==> config.mk <==
export PLATFORM = sky130hd
export DESIGN_NAME = per2axi_outstanding_ctrl
export DESIGN_NICKNAME = d
export VERILOG_FILES = /design/src/rtl/per2axi_sched_pkg.sv /design/src/rtl/per2axi_rr_arb2.sv /design/src/rtl/per2axi_outstanding_ctrl.sv
export SDC_FILE = /design/constraint.sdc
export NUM_CORES = 1
export LEC_CHECK = 0
export BUFFER_PORTS_ARGS = -buffer_cell sky130_fd_sc_hd__buf_2
export CAP_MARGIN = 20
export CORE_AREA = 2 2 77 79
export CTS_CLUSTER_DIAMETER = 40
export DETAILED_ROUTE_END_ITERATION = 10
export DIE_AREA = 0 0 79 81
export GPL_TIMING_DRIVEN = 0
export MAX_ROUTING_LAYER = met4
export PLACE_DENSITY = 0.73
export SLEW_MARGIN = 5
export SYNTH_ARGS = -nofsm -noshare
export SYNTH_HDL_FRONTEND = slang
export SYNTH_SLANG_ARGS = --single-unit
export TNS_END_PERCENT = 100
==> constraint.sdc <==
create_clock -name clk_i -period 3.4 [get_ports clk_i]
set_clock_uncertainty 0.15 [all_clocks]
set_input_delay 0.51 -clock clk_i [delete_from_list [all_inputs] [get_ports clk_i]]
set_output_delay 0.51 -clock clk_i [all_outputs]
set_load 0.02 [all_outputs]
==> src/rtl/per2axi_sched_pkg.sv <==
// Shared types for the per2axi outstanding-transaction scheduler:
// per-slot transaction state and the R/B round-robin pointer encoding.
package per2axi_sched_pkg;

  typedef enum logic [2:0] {
    SLOT_FREE      = 3'd0,
    SLOT_RD_PEND   = 3'd1,
    SLOT_WR_PEND   = 3'd2,
    SLOT_AT_BOTH   = 3'd3,
    SLOT_AT_WAIT_R = 3'd4,
    SLOT_AT_WAIT_B = 3'd5
  } slot_state_t;

  // Pointer remembers which channel was served last; the other one wins a tie.
  localparam logic RR_LAST_R = 1'b0;
  localparam logic RR_LAST_B = 1'b1;

endpackage

==> src/rtl/per2axi_rr_arb2.sv <==
// Two-input round-robin arbiter (bit 0 = R, bit 1 = B), zero-latency grant.
// The pointer moves only when a grant is given; reset favours input 0 on a tie.
module per2axi_rr_arb2
  import per2axi_sched_pkg::*;
(
  input  logic       clk_i,
  input  logic       rst_i,
  input  logic [1:0] valid_i,
  output logic [1:0] gnt_o
);

  logic last_q;

  always_comb begin
    gnt_o = 2'b00;
    case (valid_i)
      2'b01:   gnt_o = 2'b01;
      2'b10:   gnt_o = 2'b10;
      2'b11:   gnt_o = (last_q == RR_LAST_B) ? 2'b01 : 2'b10;
      default: gnt_o = 2'b00;
    endcase
  end

  always_ff @(posedge clk_i) begin
    if (rst_i) begin
      last_q <= RR_LAST_B;
    end else if (|gnt_o) begin
      last_q <= gnt_o[1] ? RR_LAST_B : RR_LAST_R;
    end
  end

endmodule

==> src/rtl/per2axi_outstanding_ctrl.sv <==
// per2axi scheduler: one outstanding transaction per ID slot, global cap, R/B round-robin.
// Optional PER2AXI_OUTSTANDING_PERF_EN adds saturating grant/stall counters.
module per2axi_outstanding_ctrl
  import per2axi_sched_pkg::*;
#(
  parameter int NB_SLOTS        = 5,
  parameter int AXI_ID_WIDTH    = 3,
  parameter int MAX_OUTSTANDING = 4,
  parameter int CNT_WIDTH       = 3
) (
  input  logic                    clk_i,
  input  logic                    rst_i,
  input  logic                    req_valid_i,
  input  logic [AXI_ID_WIDTH-1:0] req_id_i,
  input  logic                    req_we_i,
  input  logic                    req_atop_i,
  input  logic                    req_add2_i,
  output logic                    req_gnt_o,
  input  logic                    r_valid_i,
  input  logic [AXI_ID_WIDTH-1:0] r_id_i,
  output logic                    r_ready_o,
  input  logic                    b_valid_i,
  input  logic [AXI_ID_WIDTH-1:0] b_id_i,
  output logic                    b_ready_o,
  output logic                    resp_valid_o,
  output logic                    resp_sel_b_o,
  output logic [NB_SLOTS-1:0]     resp_id_o,
  output logic                    resp_hi_o,
  output logic                    err_unexpected_o,
  output logic [CNT_WIDTH-1:0]    outstanding_o,
  output logic                    idle_o,
  output logic [31:0]             perf_req_o,
  output logic [31:0]             perf_stall_o
);

  slot_state_t           slot_q [NB_SLOTS];
  slot_state_t           slot_d [NB_SLOTS];
  logic [NB_SLOTS-1:0]   add2_q, add2_d;
  logic [CNT_WIDTH-1:0]  count_q;
  logic [1:0]            arb_gnt;
  logic                  serve_r, serve_b, serve;
  logic [AXI_ID_WIDTH-1:0] served_id;
  slot_state_t           cur_state, nxt_state;
  logic                  req_free, served_add2, fwd, err, to_free;

  per2axi_rr_arb2 u_arb (
    .clk_i   (clk_i),
    .rst_i   (rst_i),
    .valid_i ({b_valid_i, r_valid_i}),
    .gnt_o   (arb_gnt)
  );

  assign serve_r   = arb_gnt[0];
  assign serve_b   = arb_gnt[1];
  assign serve     = serve_r | serve_b;
  assign served_id = serve_b ? b_id_i : r_id_i;
  assign r_ready_o = serve_r;
  assign b_ready_o = serve_b;

  // Out-of-range IDs match no slot, so they are never granted and always flagged.
  always_comb begin
    req_free    = 1'b0;
    cur_state   = SLOT_FREE;
    served_add2 = 1'b0;
    for (int i = 0; i < NB_SLOTS; i++) begin
      if (req_id_i == AXI_ID_WIDTH'(i)) req_free = (slot_q[i] == SLOT_FREE);
      if (served_id == AXI_ID_WIDTH'(i)) begin
        cur_state   = slot_q[i];
        served_add2 = add2_q[i];
      end
    end
  end

  assign req_gnt_o = req_valid_i & req_free & (count_q < CNT_WIDTH'(MAX_OUTSTANDING));

  always_comb begin
    nxt_state = cur_state;
    fwd       = 1'b0;
    err       = 1'b0;
    if (serve_r) begin
      case (cur_state)
        SLOT_RD_PEND:   begin nxt_state = SLOT_FREE;      fwd = 1'b1; end
        SLOT_AT_BOTH:   begin nxt_state = SLOT_AT_WAIT_B; fwd = 1'b1; end
        SLOT_AT_WAIT_R: begin nxt_state = SLOT_FREE;      fwd = 1'b1; end
        default:        err = 1'b1;
      endcase
    end else if (serve_b) begin
      // Atomic B completes bookkeeping only; the core sees the R beat.
      case (cur_state)
        SLOT_WR_PEND:   begin nxt_state = SLOT_FREE;      fwd = 1'b1; end
        SLOT_AT_BOTH:   nxt_state = SLOT_AT_WAIT_R;
        SLOT_AT_WAIT_B: nxt_state = SLOT_FREE;
        default:        err = 1'b1;
      endcase
    end
  end

  assign to_free = serve & ~err & (nxt_state == SLOT_FREE);

  always_comb begin
    add2_d    = add2_q;
    resp_id_o = '0;
    for (int i = 0; i < NB_SLOTS; i++) begin
      slot_d[i] = slot_q[i];
      if (serve && !err && served_id == AXI_ID_WIDTH'(i)) slot_d[i] = nxt_state;
      if (req_gnt_o && req_id_i == AXI_ID_WIDTH'(i)) begin
        slot_d[i] = req_atop_i ? SLOT_AT_BOTH : (req_we_i ? SLOT_WR_PEND : SLOT_RD_PEND);
        add2_d[i] = req_add2_i;
      end
      resp_id_o[i] = fwd && (served_id == AXI_ID_WIDTH'(i));
    end
  end

  assign resp_valid_o     = fwd;
  assign resp_sel_b_o     = fwd & serve_b;
  assign resp_hi_o        = fwd & serve_r & served_add2;
  assign err_unexpected_o = err;
  assign outstanding_o    = count_q;
  assign idle_o           = (count_q == '0);

  always_ff @(posedge clk_i) begin
    if (rst_i) begin
      for (int i = 0; i < NB_SLOTS; i++) slot_q[i] <= SLOT_FREE;
      add2_q  <= '0;
      count_q <= '0;
    end else begin
      slot_q <= slot_d;
      add2_q <= add2_d;
      case ({req_gnt_o, to_free})
        2'b10:   count_q <= count_q + 1'b1;
        2'b01:   count_q <= count_q - 1'b1;
        default: count_q <= count_q;
      endcase
    end
  end

`ifdef PER2AXI_OUTSTANDING_PERF_EN
  logic [31:0] perf_req_q, perf_stall_q;

  always_ff @(posedge clk_i) begin
    if (rst_i) begin
      perf_req_q   <= '0;
      perf_stall_q <= '0;
    end else begin
      if (req_gnt_o && perf_req_q != '1) perf_req_q <= perf_req_q + 1'b1;
      if (req_valid_i && !req_gnt_o && perf_stall_q != '1) perf_stall_q <= perf_stall_q + 1'b1;
    end
  end

  assign perf_req_o   = perf_req_q;
  assign perf_stall_o = perf_stall_q;
`else
  assign perf_req_o   = '0;
  assign perf_stall_o = '0;
`endif

endmodule

# After elaboration in Yosys (flattened, before gate mapping)
# Index checks and enable logic that the tools add are counted.
# classes
addsub	2
magnitude_cmp	1
n_eq_ne	18
muxes	44
n_bitwise	9
n_reduce_logical	37
# ops
cell	count
3-bit 2-to-1 mux	18
3-bit zero test	9
1-bit 2-to-1 mux	19
3-bit by 2-bit equality test with 1-bit output (second input constant)	6
3-bit one-hot mux with 2 select lines	3
1-bit logical AND	16
3-bit equality test (second input constant)	4
2-bit nonzero test	6
3-bit by 1-bit equality test with 1-bit output (second input constant)	3
1-bit AND	7
2-bit equality test (second input constant)	3
2-bit 2-to-1 mux	3
2-bit one-hot mux with 3 select lines	1
2-bit OR reduction	3
3-bit OR reduction	2
2-bit by 1-bit equality test with 1-bit output (second input constant)	2
3-bit by 1-bit adder with 3-bit output (second input constant)	1
3-bit < comparator (second input constant)	1
3-bit by 1-bit subtractor with 3-bit output (second input constant)	1
1-bit zero test	1
1-bit NOT	1
1-bit OR	1
# word_totals
ff_bits	24
inputBits	17
output_inout_bits	80
elab_cells	123

# Logic depth before layout (Yosys ltp)
# logic_depth
ltp_word	19
depth_mapped	15
mapped_depth_nobuf	14

# Cells and area by module
# A second synthesis with hierarchy kept.
# unflattened
cells_unflattened	282
area_unflattened_um2	2317.2
# by_module_without_submodules
mod	instances	cells_each	area_per_inst_um2
per2axi_outstanding_ctrl	1	275	2262.2
per2axi_rr_arb2	1	7	55.1

# Worst setup path after synthesis
# OpenSTA, ideal clock, no wires.
# synth_path
path_type	input to register
start	in b_valid_i
end	reg count_q[2], in the netlist outstanding_o[2]
t_arrival_ps	3324
required_ps	3179
setup_slack_ps	-144
path_stages	15
n_path_buf	1
path_cell_list	a21bo_4 inv_2 buf_2 mux2i_1 o2111ai_2 a21o_1 o21a_1 o22ai_1 and2_1 ha_1 inv_1 fa_1 xor2_1 or3_1 a21oi_1
# synth_between
elab_chain_cells	19
word_cells_on_any_way	41
cone_classes	14 x eq/ne; 16 x mux; 4 x bitwise; 7 x reduce/logical
# synth_rtl
item	line	text
start: declaration	per2axi_outstanding_ctrl.sv:22	input logic b_valid_i,
2-bit equality test / 2-bit by 1-bit equality test with 1-bit output (equally long branches)	per2axi_rr_arb2.sv:16	case (valid_i)
2-bit one-hot mux with 3 select lines *	per2axi_rr_arb2.sv:16	
net b_ready_o	per2axi_outstanding_ctrl.sv:24	output logic b_ready_o,
3-bit 2-to-1 mux	per2axi_outstanding_ctrl.sv:56	assign served_id = serve_b ? b_id_i : r_id_i;
3-bit zero test	per2axi_outstanding_ctrl.sv:67	if (served_id == AXI_ID_WIDTH'(i)) begin
3-bit 2-to-1 mux (5 in series)	per2axi_outstanding_ctrl.sv:67	
3-bit equality test, or another cell as far along	per2axi_outstanding_ctrl.sv:89	case (cur_state)
3-bit OR reduction (no source line)	n/a	
1-bit 2-to-1 mux	per2axi_outstanding_ctrl.sv:89	
1-bit 2-to-1 mux	per2axi_outstanding_ctrl.sv:87	end else if (serve_b) begin
1-bit 2-to-1 mux	per2axi_outstanding_ctrl.sv:80	if (serve_r) begin
1-bit NOT	per2axi_outstanding_ctrl.sv:98	assign to_free = serve & ~err & (nxt_state == SLOT_FREE);
1-bit AND	per2axi_outstanding_ctrl.sv:98	
1-bit AND *	per2axi_outstanding_ctrl.sv:98	
2-bit by 1-bit equality test with 1-bit output / 2-bit equality test (equally long branches)	per2axi_outstanding_ctrl.sv:129	case ({req_gnt_o, to_free})
3-bit one-hot mux with 2 select lines / 2-bit nonzero test (equally long branches)	n/a	
end signal: assignment	per2axi_outstanding_ctrl.sv:130	2'b10: count_q <= count_q + 1'b1;
end signal: assignment	per2axi_outstanding_ctrl.sv:131	2'b01: count_q <= count_q - 1'b1;
end signal: assignment	per2axi_outstanding_ctrl.sv:132	default: count_q <= count_q;
end: declaration	per2axi_outstanding_ctrl.sv:39	logic [CNT_WIDTH-1:0] count_q;
# Mark *: on every way through the listed nets, which the timed path passes. The rest lies on a longest branch.
# A chain may end at the register's enable or synchronous reset.

# Final worst setup path
# layout_path
start	in b_valid_i
end	out resp_id_o[2]
# layout_between
elab_chain_cells	14
word_cells_on_any_way	25
cone_classes	11 x eq/ne; 11 x mux; 3 x reduce/logical
# layout_rtl
item	line	text
2-bit equality test / 2-bit by 1-bit equality test with 1-bit output (equally long branches)	per2axi_rr_arb2.sv:16	
2-bit one-hot mux with 3 select lines *	per2axi_rr_arb2.sv:16	
3-bit 2-to-1 mux	per2axi_outstanding_ctrl.sv:56	
3-bit zero test	per2axi_outstanding_ctrl.sv:67	
3-bit 2-to-1 mux (5 in series)	per2axi_outstanding_ctrl.sv:67	
3-bit by 2-bit equality test with 1-bit output, or another cell as far along	per2axi_outstanding_ctrl.sv:81	case (cur_state)
3-bit OR reduction (no source line) / 1-bit 2-to-1 mux (equally long branches)	n/a	
1-bit 2-to-1 mux, on equally long branches	per2axi_outstanding_ctrl.sv:81, per2axi_outstanding_ctrl.sv:87	
1-bit 2-to-1 mux	per2axi_outstanding_ctrl.sv:80	
1-bit logical AND *	per2axi_outstanding_ctrl.sv:110	resp_id_o[i] = fwd && (served_id == AXI_ID_WIDTH'(i));
end: declaration	per2axi_outstanding_ctrl.sv:27	output logic [NB_SLOTS-1:0] resp_id_o,
# Every way passes the cells marked *; elsewhere a longest branch is shown, timed or not.

==> impl_metrics.env <==
export IMPL_n_fill_cell=543
export IMPL_synth_ff_type="dfxtp_1"
export IMPL_worstHoldPathType="flip-flop to flip-flop"
export IMPL_path_clk_slew_ps=80
export IMPL_cts_buffer_depth=2
export IMPL_vias=2423
export IMPL_routedWlPerCell_um=12.7
export IMPL_synth_top_area_share_pct=20.3
export IMPL_die_width_um=79
export IMPL_crit_path_start_kind="input pin"
export IMPL_wl_met1_um=2790
export IMPL_drive_above_1_share_pct=36.7
export IMPL_io_buffer_count=30
export IMPL_async_reset_ff_share_pct=0
export IMPL_routed_top_layer="met4"
export IMPL_drc=0
export IMPL_coreArea_mm2=0.00568
export IMPL_maxCapViolCount=0
export IMPL_synth_top_cell_by_area="buf_4"
export IMPL_maxSlewViolCount=0
export IMPL_irDropWorstVdd_v=0.000173
export IMPL_wl_met3_um=423
export IMPL_synthTopCellsByArea="buf_4 20%, dfxtp_1 20%, mux2i_1 5.4%, a21oi_1 4.4%, o21ai_0 4.2%"
export IMPL_place_hpwl_um=4710
export IMPL_min_period_over_period_pct=101
export IMPL_ios=97
export IMPL_dp_slack_ps=-405
export IMPL_diodes=0
export IMPL_ys_types=51
export IMPL_powerDensity_mw_per_mm2=256
export IMPL_grt_pass1_vias=1984
export IMPL_yosysWarnings=0
export IMPL_antenna_found_initial=0
export IMPL_met2WireLength_um=3050
export IMPL_r2r_setup_slack_ps=20
export IMPL_routabilityCongestion=0.907
export IMPL_r2r_end="outstanding_o[2]$_SDFFE_PP0P_"
export IMPL_cp_required_ps=2740
export IMPL_grt_usage_pct=19.0
export IMPL_cp_end_kind="output port"
export IMPL_hold_viol_final=0
export IMPL_post_drt_via_cell_ratio=4.88
export IMPL_first_iter_violations=211
export IMPL_rsz0062_at_grt="yes"
export IMPL_core_rowCount=28
export IMPL_violations="negative setup slack"
export IMPL_synth_edf_count=0
export IMPL_crit_type="input pin to output port"
export IMPL_yosysSeqAreaShare_pct=20.0
export IMPL_clk_insertion_delay_late_ps=270
export IMPL_layout_commonest_cell="buf_4"
export IMPL_drtPass1Iterations=5
export IMPL_reg2regPathDepth=14
export IMPL_grt_overflow=0
export IMPL_postCtsHoldBufs=0
export IMPL_setup_viol=4
export IMPL_numCtsBuffers=3
export IMPL_die_y_um=81
export IMPL_tightest_slew_ps=682
export IMPL_leakage_nw=1.51
export IMPL_postSynthCellCount=313
export IMPL_grt_pass1_wl_um=9530
export IMPL_area_growth_pct=33.5
export IMPL_final_cell_mix="79 x buf_4, 64 x conb_1, 35 x buf_2"
export IMPL_routed_wl_um=6330
export IMPL_htree_levels=1
export IMPL_status="finished with violations"
export IMPL_critPathCapture="resp_id_o[2]"
export IMPL_grt_max_degree=13
export IMPL_yosys_register_bits=24
export IMPL_critPathArrivalTime_ps=2780
export IMPL_postRouteAntennaNets=0
export IMPL_final_util_pct=56.5
export IMPL_synth_area_mm2=0.00240
export IMPL_fmax_ghz=0.291
export IMPL_period_needed_ps=3440
export IMPL_worstSetupStartpoint="b_valid_i"
export IMPL_die_area_mm2=0.00640
export IMPL_start_util_pct=42.3
export IMPL_path_max_fanout=10
export IMPL_synth_avg_cell_area_um2=7.68
export IMPL_hold_slack_ps=319
export IMPL_maxSlewHeadroom_pct=54.4
export IMPL_cts_tree="built"
export IMPL_setup_slack_ps=-37.4
export IMPL_ctsRootBufferMaster="clkbuf_8"
export IMPL_numClockSinks=24
export IMPL_reg2reg_from="u_arb.last_q$_SDFFE_PP1P_"
export IMPL_nets=443
stage by stage:
step / std cells / TNS (ps) / area (um^2) / total power (W)
floorplan: 376 / 0 / 2660 / 0.000562
global placement: 481 / -1960 / 2910 / 0.000615
detailed placement: 481 / -2560 / 2910 / 0.000618
CTS: 492 / 0 / 3100 / 0.000803
global route: 497 / -836 / 3210 / 0.000865
finish: 497 / -84.0 / 3210 / 0.000821
cell usage after synthesis (2+ instances only):
library cell	instances
buf_4	65
dfxtp_1	24
nand2_1	22
nor2_1	22
a21oi_1	21
o21ai_0	20
mux2i_1	13
inv_1	11
nand2b_1	8
nor3_1	8
buf_2	7
clkbuf_1	6
nor3b_1	6
or3_1	6
o211ai_1	5
a211oi_1	4
a31oi_1	4
nand3_1	4
nor4b_1	4
nor4bb_1	4
mux2_2	3
nand3b_1	3
nor4_1	3
o21a_1	3
xor2_1	3
a2111oi_2	2
a21o_1	2
a22oi_1	2
mux2_4	2
nand4b_1	2
nor2b_1	2
o31a_1	2
o31ai_1	2
metal layers:
metal / vias to the layer above / GRT usage, %
met5: - / -
met3: 7 / 2.22
met1: 1095 / 24.3
li1: 1203 / -
met2: 118 / 32.3
met4: 0 / 4.66
how the worst min path moves through the flow:
stage	slack, ps	startpoint	end	cells past startpoint
after global routing	350	add2_q[0]$_SDFFE_PP0P_	add2_q[0]$_SDFFE_PP0P_	2
after global placement	300	add2_q[0]$_SDFFE_PP0P_	add2_q[0]$_SDFFE_PP0P_	2
after floorplan	290	add2_q[0]$_SDFFE_PP0P_	add2_q[0]$_SDFFE_PP0P_	2
after detailed placement	310	add2_q[0]$_SDFFE_PP0P_	add2_q[0]$_SDFFE_PP0P_	2
after CTS	320	add2_q[0]$_SDFFE_PP0P_	add2_q[0]$_SDFFE_PP0P_	2
final	320	add2_q[0]$_SDFFE_PP0P_	add2_q[0]$_SDFFE_PP0P_	2
report_power, final:
part	switching, W	leakage (nW)	internal (W)	total [W]
registers	0.0000119	0.194	0.000292	0.000304
logic	0.000205	1.30	0.000141	0.000345
clock network	0.0000920	0.0216	0.0000795	0.000171
total	0.000309	1.51	0.000512	0.000821
worst max-delay path, stage by stage:
cell and delay, ps:
buf_2 110, a21bo_4 220, buf_6 180, mux2_4 380
o2111ai_4 250, a21o_1 210, nor2_1 90, mux2_2 320
a21oi_4 240, nor2_1 80, buf_2 180
final cells by class:
class | instances | area [um^2] | area share (%)
buffer | 79 | 572 | 17.8
clock buffer | 3 | 41.3 | 1.29
inverter | 12 | 45.0 | 1.40
multi-input combinational | 261 | 1730 | 53.8
sequential | 24 | 482 | 15.0
tap | 75 | 93.8 | 2.93
timing repair buffer | 43 | 248 | 7.73
repair_timing:
item,in CTS,in global routing
endpoints found under the setup margin,8,8
hold endpoints to repair,0,0
pin swaps,9,7
gates resized for setup,15,14
setup buffers,8,5
cells by family (layout without fill, tap and decap cells):
group,Yosys count,after routing,synth area share [%]
multiplexers,18,18,8.07
AND/OR/NAND/NOR,97,97,22.0
other,1,64,0.156
buffers and inverters,91,137,25.1
adder cells (fa/ha/maj),2,2,1.35
XOR/XNOR,3,3,1.09
flip-flops,24,24,20.0
AO/OA/AOI/OAI,77,77,22.3
flip-flops by register name, indices dropped and copies added, names as in the netlist:
signal         flops
slot_q            15
u_arb.last_q       1
outstanding_o      3
add2_q             5
Note: power is estimated with default switching activity, not from simulation.
